**src/rtl/uart_pkg.sv**
```systemverilog
// Shared definitions for the UART transmitter and the planned matching receiver.
// Holds state encodings, parity modes and the parity-bit helper.
package uart_pkg;

    typedef enum logic [2:0] {
        IDLE  = 3'd0,
        START = 3'd1,
        DATA  = 3'd2,
        PAR   = 3'd3,
        STOP  = 3'd4
    } state_t;

    localparam int PAR_NONE = 0;
    localparam int PAR_ODD  = 1;
    localparam int PAR_EVEN = 2;

    // data_xor is the even-parity bit; odd parity is its inverse
    function automatic logic par_bit(input logic data_xor, input int mode);
        return (mode == PAR_ODD) ? ~data_xor : data_xor;
    endfunction

endpackage

```
**src/rtl/uart_baud_cnt.sv**
```systemverilog
// Bit-period timer: down-counter reloaded on clear or terminal count.
// o_bit_end marks the last cycle of each bit period.
module uart_baud_cnt
    import uart_pkg::*;
#(
    parameter int CLK_PER_BIT = 16
) (
    input  logic clk,
    input  logic rst_n,
    input  logic i_clear,
    output logic o_bit_end
);

    localparam int CW = (CLK_PER_BIT > 1) ? $clog2(CLK_PER_BIT) : 1;
    localparam logic [CW-1:0] RELOAD = CW'(CLK_PER_BIT - 1);

    logic [CW-1:0] r_cnt;

    always_ff @(posedge clk or negedge rst_n) begin
        if (!rst_n) begin
            r_cnt <= '0;
        end else if (i_clear || (r_cnt == '0)) begin
            r_cnt <= RELOAD;
        end else begin
            r_cnt <= r_cnt - CW'(1);
        end
    end

    assign o_bit_end = !i_clear && (r_cnt == '0);

endmodule

```
**src/rtl/uart_tx_frm.sv**
```systemverilog
// Parametrised UART transmitter with valid/ready input and a one-entry holding
// register so consecutive frames leave the line with no idle gap.
//
// state | meaning
// IDLE  | line high, waiting for a word
// START | start bit (low) on the line
// DATA  | data bits, LSB first
// PAR   | parity bit
// STOP  | stop bit(s), high
module uart_tx_frm
    import uart_pkg::*;
#(
    parameter int CLK_PER_BIT = 16,
    parameter int DATA_BITS   = 8,
    parameter int PARITY      = 0,
    parameter int STOP_BITS   = 1
) (
    input  logic                 clk,
    input  logic                 rst_n,
    input  logic                 i_valid,
    input  logic [DATA_BITS-1:0] i_data,
    output logic                 o_ready,
    output logic                 o_tx,
    output logic                 o_busy,
    output logic                 o_done,
    output logic [2:0]           o_state
);

    localparam int BW = $clog2(DATA_BITS + 1);

    if (CLK_PER_BIT < 2 || CLK_PER_BIT > 65535 || DATA_BITS < 5 || DATA_BITS > 9 ||
        PARITY < PAR_NONE || PARITY > PAR_EVEN || (STOP_BITS != 1 && STOP_BITS != 2))
    begin : g_bad_param
        $error("uart_tx_frm: illegal parameter value");
    end

    state_t               r_state;
    logic [DATA_BITS-1:0] r_shift;
    logic [DATA_BITS-1:0] r_hold;
    logic                 r_hold_full;
    logic [BW-1:0]        r_bit_idx;
    logic                 r_stop_idx;
    logic                 r_par_x;
    logic                 r_tx;
    logic                 r_done;

    logic w_fire;
    logic w_clear;
    logic w_bit_end;
    logic w_frame_end;

    assign w_fire      = i_valid && !r_hold_full;
    assign w_clear     = (r_state == IDLE);
    assign w_frame_end = (r_state == STOP) && w_bit_end && (r_stop_idx == 1'(STOP_BITS - 1));

    uart_baud_cnt #(.CLK_PER_BIT(CLK_PER_BIT)) u_baud (
        .clk       (clk),
        .rst_n     (rst_n),
        .i_clear   (w_clear),
        .o_bit_end (w_bit_end)
    );

    always_ff @(posedge clk or negedge rst_n) begin
        if (!rst_n) begin
            r_state     <= IDLE;
            r_shift     <= '0;
            r_hold      <= '0;
            r_hold_full <= 1'b0;
            r_bit_idx   <= '0;
            r_stop_idx  <= 1'b0;
            r_par_x     <= 1'b0;
            r_tx        <= 1'b1;
            r_done      <= 1'b0;
        end else begin
            r_done <= 1'b0;
            // At the frame-end edge an accepted word bypasses the hold register
            if (w_fire && r_state != IDLE && !w_frame_end) begin
                r_hold      <= i_data;
                r_hold_full <= 1'b1;
            end
            case (r_state)
                IDLE: begin
                    r_tx <= 1'b1;
                    if (w_fire) begin
                        r_shift <= i_data;
                        r_par_x <= ^i_data;
                        r_tx    <= 1'b0;
                        r_state <= START;
                    end
                end
                START: begin
                    if (w_bit_end) begin
                        r_state   <= DATA;
                        r_tx      <= r_shift[0];
                        r_bit_idx <= '0;
                    end
                end
                DATA: begin
                    if (w_bit_end) begin
                        if (r_bit_idx == BW'(DATA_BITS - 1)) begin
                            r_bit_idx <= '0;
                            if (PARITY != PAR_NONE) begin
                                r_state <= PAR;
                                r_tx    <= par_bit(r_par_x, PARITY);
                            end else begin
                                r_state    <= STOP;
                                r_tx       <= 1'b1;
                                r_stop_idx <= 1'b0;
                            end
                        end else begin
                            r_bit_idx <= r_bit_idx + BW'(1);
                            r_shift   <= {1'b0, r_shift[DATA_BITS-1:1]};
                            r_tx      <= r_shift[1];
                        end
                    end
                end
                PAR: begin
                    if (w_bit_end) begin
                        r_state    <= STOP;
                        r_tx       <= 1'b1;
                        r_stop_idx <= 1'b0;
                    end
                end
                STOP: begin
                    if (w_bit_end) begin
                        if (w_frame_end) begin
                            r_done <= 1'b1;
                            if (r_hold_full) begin
                                r_shift     <= r_hold;
                                r_par_x     <= ^r_hold;
                                r_hold_full <= 1'b0;
                                r_tx        <= 1'b0;
                                r_state     <= START;
                            end else if (w_fire) begin
                                r_shift <= i_data;
                                r_par_x <= ^i_data;
                                r_tx    <= 1'b0;
                                r_state <= START;
                            end else begin
                                r_tx    <= 1'b1;
                                r_state <= IDLE;
                            end
                        end else begin
                            r_stop_idx <= 1'b1;
                        end
                    end
                end
                default: begin
                    r_tx    <= 1'b1;
                    r_state <= IDLE;
                end
            endcase
        end
    end

    assign o_ready = !r_hold_full;
    assign o_tx    = r_tx;
    assign o_busy  = (r_state != IDLE);
    assign o_done  = r_done;
    assign o_state = r_state;

endmodule

```
**config.mk**
```make
export PLATFORM = sky130hd
export DESIGN_NAME = uart_tx_frm
export DESIGN_NICKNAME = d
export VERILOG_FILES = /design/src/rtl/uart_pkg.sv /design/src/rtl/uart_baud_cnt.sv /design/src/rtl/uart_tx_frm.sv
export SDC_FILE = /design/constraint.sdc
export NUM_CORES = 1
export LEC_CHECK = 0
export CELL_PAD_IN_SITES_DETAIL_PLACEMENT = 0
export CELL_PAD_IN_SITES_GLOBAL_PLACEMENT = 1
export CORE_ASPECT_RATIO = 0.9
export CORE_MARGIN = 2
export CORE_UTILIZATION = 39
export CTS_CLUSTER_DIAMETER = 40
export DETAILED_ROUTE_END_ITERATION = 12
export HOLD_SLACK_MARGIN = 0.06
export PLACE_DENSITY = 0.75
export SLEW_MARGIN = 20
export SYNTH_ARGS = -nofsm -noshare
export SYNTH_HDL_FRONTEND = slang
export SYNTH_SLANG_ARGS = --single-unit
export TNS_END_PERCENT = 1
```
**constraint.sdc**
```tcl
create_clock -name clk -period 1.9 [get_ports clk]
set_clock_uncertainty 0.15 [all_clocks]
set_input_delay 0.19 -clock clk [delete_from_list [all_inputs] [get_ports clk]]
set_output_delay 0.19 -clock clk [all_outputs]
set_load 0.05 [all_outputs]
```
; ---- After elaboration in Yosys (flattened, before gate mapping)
; Index checks and enable logic that the tools add are counted.
[totals]
reg_bits = 31
elab_cells = 92
[classes]
add_sub_neg = 2
n_eq_ne = 14
muxes = 45
bitwise_logic = 1
n_reduce_logical = 21
[ops]
columns = cell, count
row1 = $mux 8, 6
row2 = $pmux 8 s3, 1
row3 = $mux 1, 23
row4 = $mux 3, 7
row5 = $ne 2x2->1 const B, 9
row6 = $mux 4, 4
row7 = $pmux 3 s5, 1
row8 = $reduce_and 5->1, 2
row9 = $reduce_bool 3->1, 3
row10 = $pmux 4 s2, 1
row11 = $reduce_and 7->1, 1
row12 = $eq 3x2->1 const B, 2
row13 = $logic_and 1x1->1, 6
row14 = $reduce_and 6->1, 1
row15 = $pmux 1 s5, 1
row16 = $add 4x1->4 const B, 1
row17 = $eq 4x3->1 const B, 1
row18 = $logic_not 4->1, 1
row19 = $sub 4x1->4 const B, 1
row20 = $eq 3x1->1 const B, 1
row21 = $eq 3x3->1 const B, 1
row22 = $logic_not 1->1, 3
row23 = $logic_not 3->1, 1
row24 = $pmux 1 s3, 1
row25 = 4 further kinds, 4

; ---- Depth between registers and ports, before layout
[depth]
depth_word = 12
ltp_mapped = 8
ltp_nobuf = 7

; ---- Cells and area by module
; Synthesis repeated with hierarchy kept, for this count alone.
[unflattened]
hier_cells = 156
area_unflattened_um2 = 1627.8
[modules_own_cells]
columns = mod, instances, cells_per_inst, area_per_inst_um2
row1 = uart_tx_frm, 1, 139, 1437.6
row2 = uart_baud_cnt, 1, 17, 190.2

; ---- Worst setup path after synthesis
; OpenSTA, ideal clock, no wires.
[synth_timing]
path_type = reg-to-reg
start = register r_state[1], in the netlist o_state[1]
end = register r_shift[0]
arrival_time_ps = 1769
required_ps = 1629
path_slack_ps = -140
stages_incl_launch_ff = 8
synth_period_minus_slack_ps = 2040
cell_sequence = dfrtp_1 > buf_2 > nor2b_1 > buf_2 > nor2_1 > nor2_1 > o21ai_4 > a22o_1
[synth_between]
elab_chain_cells = 7
word_cells_on_any_way = 14
classes_between = 6 x eq/ne / 1 x mux / 7 x reduce/logical
[synth_lines]
columns = item, line_no
row1 = from (decl), uart_tx_frm.sv:37  ; state_t r_state;
row2 = from (signal assigned), uart_tx_frm.sv:65  ; r_state <= IDLE;
row3 = from (signal assigned), uart_tx_frm.sv:88  ; r_state <= START;
row4 = from (signal assigned), uart_tx_frm.sv:93  ; r_state <= DATA;
row5 = $logic_not 3->1, "uart_tx_frm.sv:53, uart_tx_frm.sv:81"
row6 = $logic_not 1->1, uart_baud_cnt.sv:29  ; assign o_bit_end = !i_clear && (r_cnt == '0);
row7 = $logic_and 1x1->1, uart_baud_cnt.sv:29
row8 = $logic_and 1x1->1 (2 in series), uart_tx_frm.sv:54  ; assign w_frame_end = (r_state == STOP) && w_bit_end && (r_stop_idx == 1'(STOP_BITS - 1));
row9 = $ne 2x2->1 (no line), --
row10 = $reduce_and 5->1 (no line), --
row11 = to (signal assigned), uart_tx_frm.sv:85  ; r_shift <= i_data;
row12 = to (signal assigned), uart_tx_frm.sv:112  ; r_shift <= {1'b0, r_shift[DATA_BITS-1:1]};
row13 = to (signal assigned), uart_tx_frm.sv:129  ; r_shift <= r_hold;
row14 = to (decl), uart_tx_frm.sv:38  ; logic [DATA_BITS-1:0] r_shift;
; Parallel ways exist; a longest one is shown, timed or not.
; A chain may end at the register's enable or synchronous reset.

; ---- Final worst setup path
[layout_timing]
start = register u_baud.r_cnt[1]
end = register r_shift[2]
[layout_between]
elab_chain_cells = 6
word_cells_on_any_way = 8
classes_between = 3 x eq/ne / 5 x reduce/logical
[layout_lines]
columns = item, line_no
row1 = from (decl), uart_baud_cnt.sv:17  ; logic [CW-1:0] r_cnt;
row2 = from (signal assigned), uart_baud_cnt.sv:25  ; r_cnt <= r_cnt - CW'(1);
row3 = $logic_not 4->1 *, uart_baud_cnt.sv:29
row4 = $logic_and 1x1->1 *, uart_baud_cnt.sv:29
row5 = $logic_and 1x1->1 (2 in series), uart_tx_frm.sv:54
row6 = $ne 2x2->1 (no line), --
row7 = $reduce_and 5->1 (no line) *, --
; Mark *: on every way between the ends. The rest lies on a longest branch, timed or not.

==> flow_metrics.tcl <==
set metrics [dict create \
    rr_startpoint "u_baud.r_cnt[1]" \
    critPathCaptureType "flip-flop" \
    preCtsSetupSlack_ns -0.185 \
    synth_edf_count 0 \
    tns_ns -0.690 \
    ant_nets 0 \
    synth_largest_area_cell "dfrtp_1" \
    ir_drop_mv 0.516 \
    port_buffers 17 \
    critPathKind "flip-flop to flip-flop" \
    violations "setup timing" \
    min_period_ns 1.97 \
    rsz0062_at_grt "true" \
    gp_congestion 0.807 \
    grt_max_degree 32 \
    cts_sinks 31 \
    drt_iter0_drc 57 \
    cp-start-kind "flip-flop" \
    htreeDepth 2 \
    core_area_um2 4130 \
    grtUsageTotal_pct 18.9 \
    drive_gt1_share_pct 34.7 \
    first_pass_iters 4 \
    drc_errors 0 \
    status "complete, but fails checks" \
    timing_worst_slew_pin_value_ns 0.502 \
    tritoncts "done" \
    ctsHoldBuffers 0 \
    clock_latency_ns 0.29 \
    power.leakage_nw 0.945 \
    ff2ff_path_depth 7 \
    ys_seq_area_share_pct 46.0 \
    fin_nets 226 \
    gr-total-overflow 0 \
    cpMostUsedCell "o21ai_4" \
    row_count 22 \
    root_buffer "clkbuf_8" \
    path_clk_slew_ns 0.07 \
    hp-class "primary input to async pin" \
    antenna_found_initial 0 \
    fp.dieArea_um2 4870 \
    critPathArrivalTime_ns 2.00 \
    dpl.hpwl_um 2840 \
    cts-buffers-inserted 5 \
    async_reset_ff_share_pct 100 \
    slew_viol_final 0 \
    wire_per_inst_um 15.5 \
    io_pins 18 \
    relSlewSlack_pct 66.4 \
    slowest_stage "or3b_4" \
    yosysUniqueCellTypes 44 \
    vias 1431 \
    grt_pass1_vias 1439 \
    wl_um 4040 \
    max_freq_mhz 507 \
    yosysWarningCount 0 \
    crit_start "u_baud.r_cnt[1]" \
    syn_inst 168 \
    netlist_area_um2 1690 \
    synth_ff_type "dfrtp_1" \
    cp_max_fo 7 \
    synthesis.nets 182 \
    area_delta_synth_final_pct 32.6 \
    hold_viol_final 0 \
    path_cells "inv_2 -> ha_4 -> or3b_4 -> o21ai_4 -> a22o_4 -> o21ai_4 -> a22o_1" \
    grt_pass1_wl_um 6900 \
    period_share_pct 104 \
    cts_buffer_depth 2 \
    nFillCells 355 \
    layout_setup_ws_ns -0.0709 \
    crit_path_max_incr_delay_ns 0.40 \
    hold_ws_ns 0.147 \
    die_w_um 73.4 \
    drv_cap 0 \
    ys_ff_latch 31 \
    synth_area_leaders "dfrtp_1 (44%), mux2_2 (6.0%), o21ai_0 (3.9%), a22o_1 (3.6%), a22oi_1 (3.6%)" \
    start_util_pct 40.9 \
    setup_viol 16 \
    avgViaCountPerCell 5.48 \
    power_density_nw_per_um2 994 \
    antenna_cells 0 \
    cp.required_ns 1.93 \
    synth_top_area_share_pct 44.4 \
    die_h_um 66.4 \
    avgSynthCellArea_um2 10.1 \
]
## worst paths after layout
check	to	slack [ns]
setup reg to reg	r_shift[2]	-0.07
setup / recovery	r_shift[2]	-0.07
hold / removal	o_done	0.15
max in group asynchronous	o_tx	1.11
min in group clk	r_hold[2]	0.36
hold reg to reg	r_hold[2]	0.36
## power by group
part           switching (mW)  leakage, nW  internal (mW)
registers              0.0894        0.371          0.799
logic                   0.342        0.513          0.316
clock network           0.256       0.0612          0.424
## worst max-delay path: cells and delay by family (launching register included)
family / cells / cell delay [ns]
buf+inv: 1 / 0.09
flops: 1 / 0.39
compound gates: 4 / 0.69
fa+ha+maj: 1 / 0.14
simple gates: 1 / 0.40
## final cells by class
type | instances | area (µm²) | share of cell area, %
tap | 48 | 60.1 | 2.68
clock buffer | 6 | 82.6 | 3.69
inverter | 7 | 26.3 | 1.17
sequential | 31 | 781 | 34.9
multi-input combinational | 121 | 882 | 39.4
timing repair buffer | 46 | 373 | 16.6
clock inverter | 2 | 35.0 | 1.56
## synth_stat cells, types with 3 or more instances
| library cell | instances |
|---|---|
| inv_1 | 7 |
| o21ai_0 | 13 |
| nand3_1 | 3 |
| a22oi_1 | 8 |
| mux2_2 | 9 |
| a22o_1 | 7 |
| ha_1 | 3 |
| nor2_1 | 14 |
| nand2_1 | 16 |
| clkbuf_1 | 6 |
| dfrtp_1 | 30 |
| a21oi_1 | 10 |
| nor3_1 | 3 |
## state kept, by name (all words and copies together) (netlist names)
name,flops
u_baud.r_cnt,4
o_tx,1
o_state,3
o_done,1
r_bit_idx,4
r_stop_idx,1
r_shift,8
r_hold_full,1
r_hold,8
## kinds of logic after synthesis
family / Yosys count / share of synthesized area, %
multiplexers: 11 / 7.26
adder cells (fa/ha/maj): 3 / 2.22
XOR/XNOR: 3 / 1.56
buffers and inverters: 16 / 4.67
flip-flops: 31 / 46.0
AO/OA/AOI/OAI: 52 / 22.1
AND/OR/NAND/NOR: 52 / 16.1
## per-stage QoR
step | area [µm²] | total power, mW | utilization, % | std cells
3_3_place_gp | 2070 | 1.48 | 50.0 | 252
6_report | 2240 | 2.23 | 54.2 | 261
3_5_place_dp | 2070 | 1.50 | 50.0 | 252
5_1_grt | 2240 | 2.35 | 54.2 | 261
2_1_floorplan | 1690 | 1.29 | - | 168
4_1_cts | 2210 | 2.24 | 53.6 | 261
## layout by cell type, fill, tap and decap left out, drive strengths merged, types with 3 or more instances in the layout
cell           count
nand2             16
nor3               4
buf               35
nor2              14
clkbuf             6
a21oi             10
mux2              10
o21ai             15
nand3              3
a22o               8
clkdlybuf4s50     11
dfrtp             30
ha                 3
a22oi              8
inv                7
## timing repair
item                       CTS  global route
pin swaps                   11             4
resized for setup            6             7
setup buffers                1             0
setup endpoints to repair   21            25
## routing by layer
metal	wire length [µm]	vias up	track usage, %
met5	0	-	0
met4	43	0	5.23
met3	221	6	6.10
met2	1850	35	28.9
met1	1920	692	25.5
li1	-	698	-
No activity file was read; power rests on OpenSTA's default activity.
